File: src/rtl/pipe_hazard_ctrl.sv
// Pipeline hazard controller: load-use stall, branch flush and data-memory wait.
// Optional stall-cycle counter is built only when STALL_CNT_EN is defined.
module pipe_hazard_ctrl #(
  parameter int CNT_W = 16
) (
  input  logic             clock,
  input  logic             reset,
  input  logic [4:0]       ifid_rs,
  input  logic [4:0]       ifid_rt,
  input  logic [4:0]       idex_rt,
  input  logic             idex_memread,
  input  logic             branch_taken,
  input  logic             mem_busy,
  output logic             pc_we,
  output logic             ifid_we,
  output logic             ifid_flush,
  output logic             idex_bubble,
  output logic             exmem_we,
  output logic [1:0]       state
`ifdef STALL_CNT_EN
  ,
  output logic [CNT_W-1:0] stall_count
`endif
);

  typedef enum logic [1:0] {
    RUN   = 2'd0,
    MWAIT = 2'd1
  } state_t;

  state_t state_reg, state_next;
  logic   br_pend_reg, br_pend_next;
  logic [4:0] rs_eq, rt_eq;
  logic   load_use;
  logic   flush_now;

  generate
    for (genvar gi = 0; gi < 5; gi++) begin : g_opmatch
      assign rs_eq[gi] = ~(idex_rt[gi] ^ ifid_rs[gi]);
      assign rt_eq[gi] = ~(idex_rt[gi] ^ ifid_rt[gi]);
    end
  endgenerate

  assign load_use = idex_memread && (idex_rt != 5'd0) && ((&rs_eq) || (&rt_eq));

  // A branch resolved during a memory wait is replayed as a flush on exit.
  assign flush_now = branch_taken || ((state_reg == MWAIT) && br_pend_reg);

  always_ff @(posedge clock or posedge reset) begin
    if (reset) begin
      state_reg   <= RUN;
      br_pend_reg <= 1'b0;
    end else begin
      state_reg   <= state_next;
      br_pend_reg <= br_pend_next;
    end
  end

  always_comb begin
    state_next   = RUN;
    br_pend_next = 1'b0;
    if (mem_busy) begin
      state_next   = MWAIT;
      br_pend_next = br_pend_reg || branch_taken;
    end
  end

  always_comb begin
    pc_we       = 1'b1;
    ifid_we     = 1'b1;
    ifid_flush  = 1'b0;
    idex_bubble = 1'b0;
    exmem_we    = 1'b1;
    if (!reset) begin
      if (mem_busy) begin
        pc_we    = 1'b0;
        ifid_we  = 1'b0;
        exmem_we = 1'b0;
      end else if (flush_now) begin
        ifid_flush  = 1'b1;
        idex_bubble = 1'b1;
      end else if (load_use) begin
        pc_we       = 1'b0;
        ifid_we     = 1'b0;
        idex_bubble = 1'b1;
      end
    end
  end

  assign state = state_reg;

`ifdef STALL_CNT_EN
  logic [CNT_W-1:0] stall_count_reg;

  always_ff @(posedge clock or posedge reset) begin
    if (reset) begin
      stall_count_reg <= '0;
    end else if (!pc_we && (stall_count_reg != {CNT_W{1'b1}})) begin
      stall_count_reg <= stall_count_reg + 1'b1;
    end
  end

  assign stall_count = stall_count_reg;
`endif

endmodule

File: config.mk
export PLATFORM = sky130hd
export DESIGN_NAME = pipe_hazard_ctrl
export DESIGN_NICKNAME = d
export VERILOG_FILES = /design/src/rtl/pipe_hazard_ctrl.sv
export SDC_FILE = /design/constraint.sdc
export NUM_CORES = 1
export LEC_CHECK = 0
export ABC_AREA = 1
export BUFFER_PORTS_ARGS = -buffer_cell sky130_fd_sc_hd__buf_2
export CAP_MARGIN = 20
export CELL_PAD_IN_SITES_DETAIL_PLACEMENT = 1
export CELL_PAD_IN_SITES_GLOBAL_PLACEMENT = 1
export CORE_UTILIZATION = 22
export CTS_CLUSTER_SIZE = 14
export DETAILED_ROUTE_END_ITERATION = 8
export PLACE_DENSITY = 0.8
export SLEW_MARGIN = 20
export SYNTH_ARGS = -nofsm -noshare
export SYNTH_HDL_FRONTEND = slang
export SYNTH_SLANG_ARGS = --single-unit
File: constraint.sdc
create_clock -name clock -period 1.9 [get_ports clock]
set_clock_uncertainty 0.1 [all_clocks]
set_input_delay 0.095 -clock clock [delete_from_list [all_inputs] [get_ports clock]]
set_output_delay 0.095 -clock clock [all_outputs]
set_load 0.005 [all_outputs]
=== Word-level counts from Yosys, hierarchy flattened ===
Index checks and enable logic that the tools add are counted.

* Bits of input ports: 20
* Output and inout port bits: 7
* Logic and storage cells: 47
* Flip-flop bits (word level): 3

* Multiplexer cells: 15
* Bitwise gates (word level): 20
* Reductions and logical operators: 9
* Equality and inequality tests: 1

{| class="wikitable"
|+ Operators by type and width
! cell !! number
|-
| 1-bit two-way mux || 15
|-
| 1-bit inverter || 10
|-
| 5-bit AND reduction || 2
|-
| 1-bit bitwise XOR || 10
|-
| 5-bit nonzero test || 1
|-
| 1-bit logical AND || 3
|-
| 1-bit logical OR || 3
|-
| 2-bit by 1-bit equality test with 1-bit output (second input constant) || 1
|}

=== Logic depth before layout (Yosys ltp) ===
* Depth after elaboration: 9
* Gate-level depth with buffers: 10
* Mapped depth without buffers: 9

=== Worst setup path before layout ===
Ideal clock, no wire load.

* Kind: register -> output
* From: register br_pend_reg
* To: output pc_we
* Path slack: 821 ps
* Arrival time: 884 ps
* Cell stages (with the launch flop): 8
* Path through: dfrtp_1 nor2_1 nor2_1 nor2_1 nand3_1 nand2_1 inv_1 buf_4

* Longest elaborated chain between the ends: 5

{| class="wikitable"
|+ RTL lines
! item !! line !! text
|-
| from (decl) || 32 || <nowiki>logic br_pend_reg, br_pend_next;</nowiki>
|-
| from (signal assigned) || 55 || <nowiki>br_pend_reg <= br_pend_next;</nowiki>
|-
| 1-bit logical AND || 47 || <nowiki>assign flush_now = branch_taken || ((state_reg == MWAIT) && br_pend_reg);</nowiki>
|-
| 1-bit logical OR || 47 ||
|-
| 1-bit two-way mux (3 in series) || - ||
|-
| to (decl) || 14 || <nowiki>output logic pc_we,</nowiki>
|}

No other way between the ends.

=== Final worst setup path ===
* From: register br_pend_reg
* To: output pc_we

* Longest elaborated chain between the ends: 5

{| class="wikitable"
|+ RTL lines
! item !! line !! text
|-
| 1-bit logical AND || 47 ||
|-
| 1-bit logical OR || 47 ||
|-
| 1-bit two-way mux || 79 || <nowiki>end else if (flush_now) begin</nowiki>
|-
| 1-bit two-way mux || 75 || <nowiki>if (mem_busy) begin</nowiki>
|-
| 1-bit two-way mux || 74 || <nowiki>if (!reset) begin</nowiki>
|}

No other way between the ends.

==> flow_summary_export.csv <==
group,metric,value,unit
min_path,min_delay_path_depth,3,
layout,area.sequential,50.05,um^2
layout,multi_input_comb_area,198.9,um^2
sta,final_setup_margin,0.5136,ns
route,first_iter_violations,2,
die,placementRows,13,
logic_synthesis,ys_warn_count,0,
sta,finalSetupViolations,0,
logic_synthesis,post_synth_inst_count,70,
place,finalWeightedCongestion,0.6833,
route,drt_pass1_iterations,3,
clock_tree,clock_tree.root_cell,"sky130_fd_sc_hd__clkbuf_4",
critical_path,cp-startpoint,"br_pend_reg",
critical_path,worst_r2r_start,"br_pend_reg",
clock_tree,worst_setup_hold_path_clk_slew,0.03,ns
global_route,global_route.usage.total,15.84,%
logic_synthesis,yosysSeqAreaShare,15.09,%
route,routed_wire_length_per_instance,8.735,um
critical_path,ff2ff_path_depth,2,
layout,utilization,37.26,%
die,die-height,40.82,um
critical_path,critPathMostFrequentCell,"sky130_fd_sc_hd__nor2_1",
place,postPlaceCellArea,460.4,um^2
critical_path,worst_setup_path_end_kind,"output port",
critical_path,timing.critical_path.arrival,1.19,ns
min_path,worst_hold_path_ep,"br_pend_reg",
layout,fillCellCount,212,
sta,grt_setup_unrepaired,"no",
layout,finish.net_count,120,
pwr,combinationalPowerShare,37.5,%
critical_path,max_stage_delay,0.34,ns
logic_synthesis,portion_of_synthesized_cell_area_occupied_by_the_leading_cell_type,30.57,%
logic_synthesis,synth_top_cells_by_area,"sky130_fd_sc_hd__nand2_1 31%, sky130_fd_sc_hd__inv_1 18%, sky130_fd_sc_hd__dfrtp_1 15%",
die,boundaryPins,27,
route,route.final.wire_length,987,um
global_route,grt_max_degree,5,
sta,hold_slack,0.06978,ns
global_route,globalRouteOverflowTotal,0,
place,portBuffers,25,
clock_tree,postCtsResizedCells,0,
layout,layout-drive-gt1-share,30.61,%
pwr,p_clk_share,41.3,%
pwr,power.leakage,0.3627,nW
die,floorplan.initialDensity,24.56,%
clock_tree,cts_made_buffers,3,
min_path,hold_path_origin,"branch_taken",
route,drt_antenna_net_count,0,
clock_tree,cts_sink_count,2,
die,core_box_area,1350,um^2
critical_path,worstReg2RegEnd,"br_pend_reg",
sta,totalNegativeSetupSlack,0,ns
pwr,p_int,0.1534,mW
pwr,vdd_drop_max,0.1779,mV
route,drc,0,
pwr,total_switching_power,0.06515,mW
critical_path,cp_cell_sequence,"nor2_1 > nor2_1 > nor2_1 > nand3_1 > nand2_1 > inv_1 > buf_2",
place,dp.final_hpwl,814.6,um
critical_path,setup.worst_path.start_class,"register",
clock_tree,tritoncts,"yes",
clock_tree,insertion_delay,0.22,ns
pwr,power-per-cell-area,434.5,nW/um^2
logic_synthesis,ys_seq_elements,2,
clock_tree,cts_max_level,1,
critical_path,crit_path_max_fanout,2,
logic_synthesis,yosys.area.top_type,"sky130_fd_sc_hd__nand2_1",
sta,final_min_period_over_clock_period,72.97,%
place,placed_cells,108,
place,dpl_worst_slack,0.7755,ns
die,die_width,40.82,um
sta,final_max_slew_violation_count,0,
logic_synthesis,avgSynthCellArea,4.737,um^2
critical_path,worst_path_max_delay_cell,"sky130_fd_sc_hd__dfrtp_1",
sta,f_max,721.3,MHz
critical_path,timing.setup.critical_path_class,"register to output port",
logic_synthesis,syn-num-nets,90,
pwr,p_seq_share,21.2,%
global_route,via_count_of_the_first_global_routing_pass,497,
clock_tree,postCtsSetupBuffers,0,
layout,area_delta_synth_final,51.70,%
layout,n_antenna_cell,0,
pwr,total_power,0.2185,mW
global_route,wire_length_of_the_first_global_routing_pass,1773,um
logic_synthesis,synth_area,331.6,um^2
critical_path,ff_to_ff_setup_slack,1.12,ns
flow_run,max_cap_violations,0,
layout,layoutNonFillerInstCount,113,
clock_tree,postCtsHoldBufs,2,
min_path,hp-class,"primary input to register",
critical_path,timing.critical_path.required,1.70,ns
route,via_count,481,
outcome,run_status,"complete, no violations",
die,dieArea,1666,um^2
layout,postLayoutCellArea,503.0,um^2
logic_synthesis,synth_cell_type_count,11,
pwr,switching_share,29.81,%
sta,timing_hold_violations_final,0,
clock_tree,max-clock-path-buffers,2,
sta,period_minus_slack,1.386,ns
global_route,antenna_violations_before_repair,0,
route,route.detailed.vias_per_inst,4.257,
-- cell families after synthesis --
kind of cell    count (synthesis)  share of synthesized area [%]
buf+inv                        20                          24.91
simple gates                   44                          52.08
compound gates                  1                          1.508
xor+xnor                        2                          5.284
other cells                     1                          1.131
flops                           2                          15.09
-- power by group through the flow --
stage / combinational (mW) / clock [mW] / sequential, mW
detailed placement: 0.0786 / 0 / 0.0468
global placement: 0.0759 / 0 / 0.0466
floorplan: 0.0421 / 0 / 0.0468
global route: 0.0963 / 0.0976 / 0.0467
finish: 0.0820 / 0.0902 / 0.0463
CTS: 0.0835 / 0.0926 / 0.0464
-- critical path, delay by kind of cell (launching register included) --
kind,cells,cell delay (ns)
simple gates,5,0.47
flops,1,0.34
buf+inv,2,0.15
-- cells in the mapped netlist --
| library cell | number |
|---|---|
| sky130_fd_sc_hd__nand4_1 | 1 |
| sky130_fd_sc_hd__conb_1 | 1 |
| sky130_fd_sc_hd__buf_4 | 2 |
| sky130_fd_sc_hd__inv_1 | 16 |
| sky130_fd_sc_hd__dfrtp_1 | 2 |
| sky130_fd_sc_hd__nand3_1 | 4 |
| sky130_fd_sc_hd__o21ai_0 | 1 |
| sky130_fd_sc_hd__nand2_1 | 27 |
| sky130_fd_sc_hd__xnor2_1 | 2 |
| sky130_fd_sc_hd__nor2_1 | 12 |
| sky130_fd_sc_hd__inv_2 | 2 |
-- placed cells by master (no fill, tap or decap), drive strengths merged --
| master | netlist | layout |
|---|---|---|
| nand2 | 27 | 27 |
| buf | 2 | 25 |
| inv | 18 | 18 |
| nor2 | 12 | 12 |
| nand3 | 4 | 4 |
| clkbuf | 0 | 3 |
| xnor2 | 2 | 2 |
| dfrtp | 2 | 2 |
| dlygate4sd3 | 0 | 2 |
| nand4 | 1 | 1 |
| o21ai | 1 | 1 |
| conb | 1 | 1 |
-- worst max-delay path by stage --
| stage | cells after the start | slack [ns] | to |
|---|---|---|---|
| after global routing | 7 | 0.38 | ifid_we |
| final | 7 | 0.51 | pc_we |
| after detailed placement | 7 | 0.78 | pc_we |
| after global placement | 7 | 0.77 | ifid_we |
| after CTS | 7 | 0.49 | pc_we |
| after floorplan | 7 | 0.82 | pc_we |
-- routing by layer --
layer  track usage [%]  up-vias  routed length, um
met5                 0        -                  0
met4             2.500        0                  0
met3             1.630        0                 46
met2             33.98       15                547
met1             15.69      215                392
li1                  -      251                  -
-- cell type report --
| cell class | instances | area share, % |
|---|---|---|
| Clock buffer | 3 | 4.478 |
| Timing Repair Buffer | 27 | 28.86 |
| Tap cell | 15 | 3.731 |
| Multi-Input combinational cell | 48 | 39.55 |
| Sequential cell | 2 | 9.950 |
| Inverter | 18 | 13.43 |
No activity file was read; power rests on OpenSTA's default activity.
